## config.mk

```make
export PLATFORM = sky130hd
export DESIGN_NAME = branch_resolve_stage
export DESIGN_NICKNAME = d
export VERILOG_FILES = /design/src/rtl/branch_resolve_stage_pkg.sv /design/src/rtl/branch_resolve_stage_compare.sv /design/src/rtl/branch_resolve_stage.sv
export SDC_FILE = /design/constraint.sdc
export NUM_CORES = 1
export LEC_CHECK = 0
export BUFFER_PORTS_ARGS = -buffer_cell sky130_fd_sc_hd__buf_2
export CORE_ASPECT_RATIO = 1.25
export CORE_MARGIN = 2
export CORE_UTILIZATION = 45
export DETAILED_ROUTE_END_ITERATION = 16
export PLACE_DENSITY = 0.84
export REMOVE_ABC_BUFFERS = 1
export SLEW_MARGIN = 15
export SYNTH_ARGS = -nofsm -noshare
export SYNTH_HDL_FRONTEND = slang
export SYNTH_SLANG_ARGS = --single-unit
```

## constraint.sdc

```tcl
create_clock -name clk -period 4.1 [get_ports clk]
set_input_delay 0.205 -clock clk [delete_from_list [all_inputs] [get_ports clk]]
set_output_delay 0.205 -clock clk [all_outputs]
set_load 0.005 [all_outputs]
```

## src/rtl/branch_resolve_stage_pkg.sv

```systemverilog
// Shared constants and decode helpers for the execute-stage branch resolver.
package branch_resolve_stage_pkg;

    localparam int unsigned WORD_SIZE_DEFAULT  = 32;
    localparam logic [31:0] PC_INITIAL_DEFAULT = 32'h0000_0000;

    localparam logic [6:0] OP_BRANCH = 7'b1100011;
    localparam logic [6:0] OP_JAL    = 7'b1101111;
    localparam logic [6:0] OP_JALR   = 7'b1100111;

    typedef enum logic [2:0] {
        F3_BEQ  = 3'b000,
        F3_BNE  = 3'b001,
        F3_BLT  = 3'b100,
        F3_BGE  = 3'b101,
        F3_BLTU = 3'b110,
        F3_BGEU = 3'b111
    } funct3_e;

    typedef enum logic [1:0] {
        CT_NONE,
        CT_BRANCH,
        CT_JAL,
        CT_JALR
    } ctrl_kind_e;

    // Classify an opcode as a control transfer or not.
    function automatic ctrl_kind_e decode_ctrl(input logic [6:0] opcode);
        ctrl_kind_e kind;
        kind = CT_NONE;
        case (opcode)
            OP_BRANCH: kind = CT_BRANCH;
            OP_JAL:    kind = CT_JAL;
            OP_JALR:   kind = CT_JALR;
            default:   kind = CT_NONE;
        endcase
        return kind;
    endfunction

endpackage

```

## src/rtl/branch_resolve_stage_compare.sv

```systemverilog
// Conditional-branch comparator; purely combinational so early-branch logic can reuse it.
module branch_compare
    import branch_resolve_stage_pkg::*;
#(
    parameter int unsigned WIDTH = 32
) (
    input  logic [WIDTH-1:0] a,
    input  logic [WIDTH-1:0] b,
    input  logic [2:0]       funct3,
    output logic             taken
);

    // Evaluate the branch condition selected by funct3; undefined codes never take.
    always_comb begin
        taken = 1'b0;
        case (funct3)
            F3_BEQ:  taken = (a == b);
            F3_BNE:  taken = (a != b);
            F3_BLT:  taken = ($signed(a) <  $signed(b));
            F3_BGE:  taken = ($signed(a) >= $signed(b));
            F3_BLTU: taken = (a <  b);
            F3_BGEU: taken = (a >= b);
            default: taken = 1'b0;
        endcase
    end

endmodule

```

## src/rtl/branch_resolve_stage.sv

```systemverilog
// Execute-stage pipeline register with branch/JAL/JALR resolution, fetch redirect and statistics.
module branch_resolve_stage
    import branch_resolve_stage_pkg::*;
#(
    parameter int unsigned           WORD_SIZE  = WORD_SIZE_DEFAULT,
    parameter logic [WORD_SIZE-1:0]  PC_INITIAL = WORD_SIZE'(PC_INITIAL_DEFAULT),
    parameter int unsigned           CNT_WIDTH  = 32
) (
    input  logic                 clk,
    input  logic                 rst,
    input  logic [WORD_SIZE-1:0] InstrD,
    input  logic [WORD_SIZE-1:0] PCD,
    input  logic [WORD_SIZE-1:0] PCPlus4D,
    input  logic [WORD_SIZE-1:0] RD1D,
    input  logic [WORD_SIZE-1:0] RD2D,
    input  logic [WORD_SIZE-1:0] ImmExtD,
    input  logic                 FlushE,
    output logic                 PCSrcE,
    output logic [WORD_SIZE-1:0] PCTargetE,
    output logic                 FlushD,
    output logic [WORD_SIZE-1:0] PCPlus4E,
    output logic                 ValidE,
    output logic [CNT_WIDTH-1:0] BranchCnt,
    output logic [CNT_WIDTH-1:0] TakenCnt
);

    logic [WORD_SIZE-1:0] InstrE_q, PCE_q, PCPlus4E_q, RD1E_q, RD2E_q, ImmExtE_q;
    logic [CNT_WIDTH-1:0] BranchCnt_q, BranchCnt_d, TakenCnt_q, TakenCnt_d;

    ctrl_kind_e           kind;
    logic                 cond_taken;
    logic                 is_ctrl;
    logic [WORD_SIZE-1:0] pc_rel_sum;
    logic [WORD_SIZE-1:0] reg_rel_sum;

    branch_compare #(.WIDTH(WORD_SIZE)) u_cmp (
        .a      (RD1E_q),
        .b      (RD2E_q),
        .funct3 (InstrE_q[14:12]),
        .taken  (cond_taken)
    );

    // Decode the E instruction and form the redirect request and target.
    always_comb begin
        kind        = decode_ctrl(InstrE_q[6:0]);
        ValidE      = (InstrE_q != '0);
        pc_rel_sum  = PCE_q + ImmExtE_q;
        reg_rel_sum = RD1E_q + ImmExtE_q;
        is_ctrl     = 1'b0;
        PCSrcE      = 1'b0;
        PCTargetE   = '0;
        if (ValidE) begin
            case (kind)
                CT_BRANCH: begin
                    is_ctrl   = 1'b1;
                    PCSrcE    = cond_taken;
                    PCTargetE = pc_rel_sum;
                end
                CT_JAL: begin
                    is_ctrl   = 1'b1;
                    PCSrcE    = 1'b1;
                    PCTargetE = pc_rel_sum;
                end
                CT_JALR: begin
                    is_ctrl   = 1'b1;
                    PCSrcE    = 1'b1;
                    PCTargetE = reg_rel_sum & {{(WORD_SIZE-1){1'b1}}, 1'b0};
                end
                default: begin
                    is_ctrl   = 1'b0;
                    PCSrcE    = 1'b0;
                    PCTargetE = '0;
                end
            endcase
        end
        FlushD      = PCSrcE;
        BranchCnt_d = BranchCnt_q + (is_ctrl ? CNT_WIDTH'(1) : CNT_WIDTH'(0));
        TakenCnt_d  = TakenCnt_q  + (PCSrcE  ? CNT_WIDTH'(1) : CNT_WIDTH'(0));
    end

    // E pipeline register: a redirect or hazard flush inserts a single bubble.
    always_ff @(posedge clk or negedge rst) begin
        if (!rst) begin
            InstrE_q   <= '0;
            PCE_q      <= PC_INITIAL;
            PCPlus4E_q <= '0;
            RD1E_q     <= '0;
            RD2E_q     <= '0;
            ImmExtE_q  <= '0;
        end else if (FlushE || PCSrcE) begin
            InstrE_q   <= '0;
            PCE_q      <= '0;
            PCPlus4E_q <= '0;
            RD1E_q     <= '0;
            RD2E_q     <= '0;
            ImmExtE_q  <= '0;
        end else begin
            InstrE_q   <= InstrD;
            PCE_q      <= PCD;
            PCPlus4E_q <= PCPlus4D;
            RD1E_q     <= RD1D;
            RD2E_q     <= RD2D;
            ImmExtE_q  <= ImmExtD;
        end
    end

    // Statistics counters; wrap silently.
    always_ff @(posedge clk or negedge rst) begin
        if (!rst) begin
            BranchCnt_q <= '0;
            TakenCnt_q  <= '0;
        end else begin
            BranchCnt_q <= BranchCnt_d;
            TakenCnt_q  <= TakenCnt_d;
        end
    end

    assign PCPlus4E  = PCPlus4E_q;
    assign BranchCnt = BranchCnt_q;
    assign TakenCnt  = TakenCnt_q;

endmodule
```

==> run summary, run 1 <==
The switching part of the total was 25.7%. The share of total power dissipated in the clock network is 40.9%. The tools report the total number of nets in the final design as 2,319. The tools report the CTS root buffer as clkbuf_16.

For the overall power of the completed layout, the log shows 6.14 mW. Category of cells accounting for the largest share of critical-path delay: simple AND/OR/NAND/NOR gates. STA puts the critical path data required time at 4.55 ns.

The tool flagged a number of max-cap violations equal to 0. The die width was 159 um. On the final layout, the worst clock skew is 0.0233 ns. The combinational cell fraction of total power is 15.4%. The tools report the worst IR drop on VDD as 0.000324 V.

OpenSTA, run right after detailed placement, puts the worst setup slack at -0.187 ns. Subtracting the final worst setup slack from the clock period gives 4.22 ns. Final hold analysis gives a worst-case slack of 0.317 ns. The net switching power figure was 1.58 mW. Setup repair after global routing could not meet its margin everywhere. The tools report the worst reg2reg path endpoint as TakenCnt[30]. Among all flip-flop cells after synthesis, the most frequent one is dfrtp_1. The signal on the critical path passes through inv_1, ha_1, nand4_1, buf_4, nor4_4, nand2_2, nor3_4, nand2b_1, mux2i_1, a2111o_1, o21ai_1, buf_4, ha_4, ha_2, nand3_2, nor2_2, nand4_1, nor2_2, and2_4, nand4_1, xnor2_1.

The run gives 326 as the top-level I/O count. Path category of the worst min-delay check: in -> async. The flow ran to the end, but the final reports show violations. Summed over all cells, the static leakage comes to 10.5 nW. The core region is 0.0298 mm^2. The tools report the sort of element at the end of the critical path as a register. For this run, the slowest stage of the critical path takes 0.41 ns. The tools report the worst setup slack for register-to-register paths as -0.12 ns. The synthesized design contains 256 register bits.

Entering global routing, the biggest net connects 118 pins. The area of the die was 0.0315 mm^2; the DRC violation count after routing was 0. The arrival time at the worst endpoint was 4.66 ns; the final global-route overflow total was 0. The filler cells instantiated in the layout total 2,278.

The run gives 63 as the number of distinct library cell variants in the gate-level netlist after synthesis. The tools report the setup slack of the critical path after layout as -0.117 ns. The final setup TNS was -0.375 ns; the routability congestion estimate was 0.954.

The mean number of vias per cell was 5.23; the sequential fraction of the synthesis area was 47.3%. The first global-routing pass estimated 66.4 mm of wire. The count of port buffers added during placement came out at 325. Of all flip-flops after synthesis, the portion carrying an async set or reset was 100%.

The area growth from synthesis to layout works out to 40.9%. Most frequent standard cell in the layout excluding fill and tap cells: buf_2. In this run the remaining antenna-violating nets after routing total 0. The tools report the startpoint class of the critical path as a register.

Slew at the pin with the worst max-slew slack: 0.914 ns. Measured on the finished design, the core utilization comes to 63.9%. The H-tree depth reported by CTS is 1, and the highest attainable clock frequency is 237 MHz. The checks that failed: setup timing. The average detailed-routed wire length per instance was 17.7 um. Number of max-slew violations in the final report: 0. The total number of vias was 12,800; the fraction of power consumed by sequential logic was 43.6%.

In the final layout, the share of cells above drive strength 1 is 23.6%. The later-pin clock latency in the skew report was 0.56 ns; the area of the multi-input gates was 0.00635 mm^2. The tools report the number of global-route vias before repair as 13,300. The worst register-to-register path begins at RD2E_q[24].

The number of cells on the worst reg-to-reg path is 21. The top cell types in the final layout, fill and taps aside, are buf_2 (324), dfrtp_1 (256), inv_1 (241). The power density over cell area is 322 mW/mm^2.

Of all nets on the critical path, the largest fanout is 3. Internal power comes to 4.56 mW. The initial antenna violation count came out at 3. The cell with the biggest individual delay on the critical path was a2111o_1. By startpoint and endpoint, the worst setup path is classified as reg -> reg.

The tools report the CTS buffer count as 27. Across the whole layout, storage elements account for 0.00641 mm^2. Dividing the final minimum period by the clock period gives 103%. The initial DRC count was 950.

TritonCTS built the clock tree. The number of buffers and inverters on the critical path is 3. The warning count from the yosys run is 0, and the clock slew at the register clock pins of the worst setup and hold paths is 0.07 ns. The count of endpoints failing hold in the final timing report was 0; the half-perimeter wire length of the detailed placement result was 27.3 mm. The initial core utilization is 45.4%, and the number of search-and-repair iterations in the first detailed-routing pass is 8.

The die is 198 um tall. Counting flops with a built-in enable in the synthesized netlist gives 0. The run gives 0.0135 mm^2 as the synthesized cell area. The cell that appears most often on the critical path is nand4_1. For this block, the routed nets add up to 43.2 mm of wire.

In this run the core area contains 71 standard-cell rows. Global routing used 26.1% of the available tracks. Counting along the longest clock path gives a buffer depth of 3. Setup violations remaining at the end of the flow were counted as 7.

A synthesized cell averages 9.32 um^2. For the worst max-slew margin expressed relative to the limit, the log shows 39.1%. The run gives 256 as the number of sinks on the clock net. The tools report the number of cells produced by synthesis as 1,452.
==> through the flow <==
stage,instances,instance area [um^2]
final,2440,19100
after global routing,2440,19100
after CTS,2431,18800
after detailed placement,2185,15800
after global placement,2185,15800
after floorplan,1421,13300
==> worst reg2reg max path, stage by stage (launching register included) <==
cell and delay [ns]:
dfrtp_1 0.40, inv_1 0.06, ha_1 0.29, nand4_1 0.23, buf_4 0.24, nor4_4 0.23
nand2_2 0.10, nor3_4 0.21, nand2b_1 0.13, mux2i_1 0.08, a2111o_1 0.41, o21ai_1 0.09
buf_4 0.15, ha_4 0.15, ha_2 0.19, nand3_2 0.10, nor2_2 0.15, nand4_1 0.18
nor2_2 0.19, and2_4 0.17, nand4_1 0.13, xnor2_1 0.26
==> power groups by stage <==
stage	clock network (mW)	registers (mW)	logic, mW
3_3_place_gp	0	2.72	0.710
6_report	2.52	2.68	0.948
5_1_grt	2.67	2.69	1.04
2_1_floorplan	0	2.71	0.451
4_1_cts	2.53	2.68	0.895
3_5_place_dp	0	2.72	0.734
==> state kept, by name, summed over array words and instances (netlist names) <==
signal / cells
RD1E_q: 32
BranchCnt: 32
PCE_q: 32
ImmExtE_q: 32
TakenCnt: 32
PCPlus4E: 32
RD2E_q: 32
InstrE_q: 32
==> synthesized netlist by cell type (6+ instances only) <==
cell type,number,area [um^2]
dfrtp_1,256,6410
inv_1,242,908
nor2_1,239,897
ha_1,101,1260
nand2_1,72,270
xnor2_1,67,587
a21oi_1,66,330
xor2_1,38,333
a21o_1,35,263
o21ai_0,31,155
and3_1,28,175
nand4_1,27,169
nand3_1,26,130
buf_4,21,158
nor3_1,16,80.1
nor4_1,12,75.1
o21bai_1,11,82.6
and2_1,10,62.6
o22ai_1,10,62.6
a211oi_1,9,67.6
a22oi_1,9,67.6
and4_1,9,78.8
clkbuf_1,9,33.8
nand2b_1,9,56.3
o211ai_1,8,60.1
o21a_1,8,60.1
nor2b_1,6,37.5
==> timing repair <==
action	4_1_cts	5_1_grt
buffers inserted	7	9
resized for setup	15	52
pin swaps	6	25
hold buffers	193	0
endpoints found under the hold margin	307	0
endpoints found under the setup margin	16	29
==> cell type report <==
type / instances / area share [%]
tap: 401 / 2.63
clock inverter: 7 / 0.630
clock buffer: 39 / 4.04
sequential: 256 / 33.6
inverter: 243 / 4.78
antenna: 1 / 0.0131
multi-input combinational: 922 / 33.3
timing repair buffer: 571 / 21.0
==> worst max-delay path by stage <==
| stage | cells after the start | endpoint | slack, ns | start |
|---|---|---|---|---|
| finish | 21 | TakenCnt[30] | -0.12 | RD2E_q[24] |
| global route | 21 | TakenCnt[30] | -0.39 | RD2E_q[24] |
| CTS | 20 | TakenCnt[25] | 0.04 | RD1E_q[11] |
| detailed placement | 20 | TakenCnt[31] | -0.19 | RD1E_q[11] |
| global placement | 20 | TakenCnt[29] | 0.03 | RD1E_q[11] |
| floorplan | 10 | ImmExtE_q[0] | -1.96 | RD1E_q[11] |
==> logic make-up after synthesis <==
kind of cell	after synthesis	synth area share [%]
compound gates	238	11.7
xor+xnor	105	6.79
fa+ha+maj	103	9.63
buf+inv	274	8.19
flops	256	47.3
mux	5	0.388
simple gates	471	15.9
==> layer usage <==
metal  up-vias  global-route usage (%)  part of all wire, %
li1       5917                       -                    -
met1      6024                    29.7                   37
met2       619                    46.7                   50
met3       201                    4.61                  6.0
met4         4                    14.1                  6.2
met5         -                       0                0.056
Note: power is estimated with default switching activity, not from simulation.
==> run 2: changes to the inputs <==
==> constraint.sdc (replaced) <==
create_clock -name clk -period 4.1 [get_ports clk]
set_input_delay 0.41 -clock clk [delete_from_list [all_inputs] [get_ports clk]]
set_output_delay 0.41 -clock clk [all_outputs]
set_load 0.005 [all_outputs]
==> run 2 against run 1 <==
Net effect:
- the flow now finishes without violations
- sequential share of layout area up 3.8 points
- hold slack lost 0.27 ns
- non-clock buffer count shrank 187
- utilization decreased by 6.5 points
- fmax up 3.2%
- via count is 10% lower
- clock skew decreased by 0.0064 ns
- power decreased by 3.5%
- final area shrank 10%
- wire length shrank 15%
- global-route usage down 3.3 points
- largest cell class unchanged
==> run summary, run 2 (synthesis gave the netlist of run 1 again) <==
The global-route wire length before repair was 57.9 mm (-13%); the average detailed-routed wire length per instance was 16.3 um (-7.8%). The share of the clock period used by the worst path after layout is 99.7% (-3.2 points). Worst slack on hold paths: 0.0500 ns (-0.267 ns). The worst setup path is launched from a register. TritonCTS built the clock tree. The worst hold endpoint was PCE_q[28]. The top cell types in the final layout, fill and taps aside, are buf_2 (324), dfrtp_1 (256), inv_1 (241).

The run gives 0 (unchanged) as the final global-route overflow total. The half-perimeter wire length of the detailed placement result is 28.1 mm (+2.9%), and the number of global-route vias before repair is 11,600 (-13%). Deepest clock path buffer count: 3 (unchanged). The clock slew at the register clock pins of the worst setup and hold paths works out to 0.06 ns (about the same). met2 is the most crowded layer. The leakage power came out at 9.65 nW (-7.8%).

The highest attainable clock frequency was 245 MHz (+3.2%). The slew at the pin with the worst max-slew slack works out to 0.908 ns (-0.00628 ns). The detailed-route wire length was 36.9 mm (-15%). The most frequent standard cell in the layout excluding fill and tap cells is buf_2. The top-level I/O count was 326 (unchanged); the met3 layer usage reported by global route was 4.82% (+0.21 points). The worst register-to-register path begins at RD1E_q[10]. The arrival time at the worst endpoint was 3.68 ns (-0.98 ns).

For the total number of nets in the final design, the log shows 2,133 (-8.0%). The number of max-slew violations in the final report was 0 (unchanged). Along the worst hold path, the cell count comes to 3. The flow ran to the end, and the final reports show no timing, DRC or antenna violations. The tools report the worst max-slew margin expressed relative to the limit as 39.5% (+0.42 points). The number of antenna-violating nets in the routed design came out at 0 (unchanged). The area of the die is 0.0315 mm^2 (unchanged). The path category of the worst min-delay check is in -> reg. STA classifies the critical path endpoint as a primary output.

Count of cells along the worst register-to-register path: 20 (-4.8%). The worst register-to-register path ends at TakenCnt[29]. The critical path in this run is classified as reg -> out.

The number of search-and-repair iterations in the first detailed-routing pass was 7 (-1); the share of cells above drive strength 1 was 26.1% (+2.6 points). In this run the most critical hold path is launched from PCD[28]. The logs give 28 (+3.7%) for the CTS buffer count and 1 (unchanged) for the H-tree depth reported by CTS. Die width: 159 um (unchanged). The number of sinks on the clock net was 256 (unchanged). The worst setup slack for register-to-register paths came out at 0.12 ns (+0.24 ns). Setup repair after global routing could not meet its margin everywhere. The floorplan row count was 71 (unchanged); the mean number of vias per cell was 5.06 (-3.2%). The tools report the overall fraction of global-route tracks in use as 22.8% (-3.3 points).

The area growth from synthesis to layout came out at 26.6%. The power density over cell area is 346 mW/mm^2 (+7.4%). For the initial core utilization, the log shows 45.4% (unchanged).

The fill cell total of the finished layout was 2,687 (+18%). The logs give 3.69 ns (-0.86 ns) for the required arrival time at the worst endpoint and 0 (-7) for the number of setup violations in the final report. Worst IR drop on VDD: 0.000320 V (-1.2%). The area of the core region was 0.0298 mm^2 (unchanged); the count of port buffers added during placement was 325 (unchanged).

The total of max-cap violations came out at 0 (unchanged). The tools report the DRC violation count after routing as 0 (unchanged). The largest driver fanout on the critical path is 3 (unchanged), and the pin count of the biggest net entering global routing is 113 (-4.2%). The post-route minimum period is 4.09 ns (-0.130 ns).

For the met1 global-route usage, the log shows 26.1% (-3.6 points). The global routing met2 resource utilization is 40.3% (-6.4 points). The post-route clock skew is 0.0169 ns (-0.00644 ns), and the later-pin clock latency in the skew report is 0.56 ns (about the same). The chip height was 198 um (unchanged).

The count of endpoints failing hold in the final timing report is 0 (unchanged). The CTS root buffer is clkbuf_16. The run gives 642 (-32%) as the initial DRC count. The run gives 0.907 (-4.9%) as the routability congestion estimate.

For the fraction of the core area covered by cells at the end of the flow, the log shows 57.4% (-6.5 points). The initial antenna violation count is 13 (+10). The run gives 11,400 (-10%) as the total number of vias.
run 2: cell count changes in the layout (fill, tap and decap cells not counted), sizes merged:
cell,delta
dlygate4sd3,-192
buf,+5
inv,-1
bufinv,-2
diode,+5
clkinv,+2
clkinvlp,+3
run 2: final cells by class:
cell class | count | area [um^2] | area share, %
inverters | 243 | 912 | 5.32
diodes | 6 | 15.0 | 0.0876
multi-input cells | 922 | 6270 | 36.6
clock buffers | 39 | 803 | 4.69
clock inverters | 9 | 87.6 | 0.511
well taps | 401 | 502 | 2.93
repair buffers | 384 | 2140 | 12.5
flip-flops and latches | 256 | 6410 | 37.4
run 2: what timing repair did:
| item | CTS | global route |
|---|---|---|
| hold buffers | 1 | 0 |
| resized for setup | 11 | 45 |
| endpoints found under the hold margin | 46 | 0 |
| pin swaps | 10 | 36 |
| endpoints found under the setup margin | 12 | 29 |
| buffers inserted | 2 | 11 |
run 2: layer usage:
metal,up-vias,wire length (um),part of all wire (%)
li1,5547,-,-
met1,5403,14400,39
met2,370,18600,50
met3,111,2190,5.9
met4,12,1630,4.4
met5,-,79,0.21
run 2: critical path, stage by stage, from the launching register on:
cell      delay, ns
dfrtp_1        0.41
ha_4           0.18
fa_2           0.42
a211oi_2       0.25
o21bai_1       0.09
a21o_1         0.21
a21oi_2        0.22
buf_4          0.16
o211ai_1       0.16
a2111o_1       0.46
a21oi_2        0.14
xor2_1         0.16
o22ai_1        0.11
buf_2          0.16
run 2: worst max-delay path by stage:
| stage | from | to | cells after the start |
|---|---|---|---|
| 4_1_cts | ImmExtE_q[0] | PCTargetE[30] | 12 |
| 3_5_place_dp | RD1E_q[11] | TakenCnt[27] | 20 |
| 2_1_floorplan | RD1E_q[11] | ImmExtE_q[0] | 10 |
| 5_1_grt | RD1E_q[10] | TakenCnt[29] | 20 |
| 6_report | ImmExtE_q[0] | PCTargetE[20] | 13 |
| 3_3_place_gp | RD1E_q[11] | TakenCnt[27] | 20 |
run 2: power by group:
part           internal (mW)  total (mW)  switching (mW)
clock network           1.42        2.47            1.04
registers               2.62        2.68          0.0533
logic                  0.340       0.783           0.443
run 2: through the flow:
step           area, um^2  power, mW  instances  TNS [ns]  setup slack, ns
6_report            17100       5.93       2260         0           0.0135
5_1_grt             17100       6.19       2260     -1.00           -0.194
4_1_cts             16800       5.95       2243   -0.0136          -0.0136
3_5_place_dp        15900       3.47       2192    -0.296           -0.112
3_3_place_gp        15900       3.44       2192         0           0.0127
2_1_floorplan       13300       3.16       1421   -376.10            -1.96
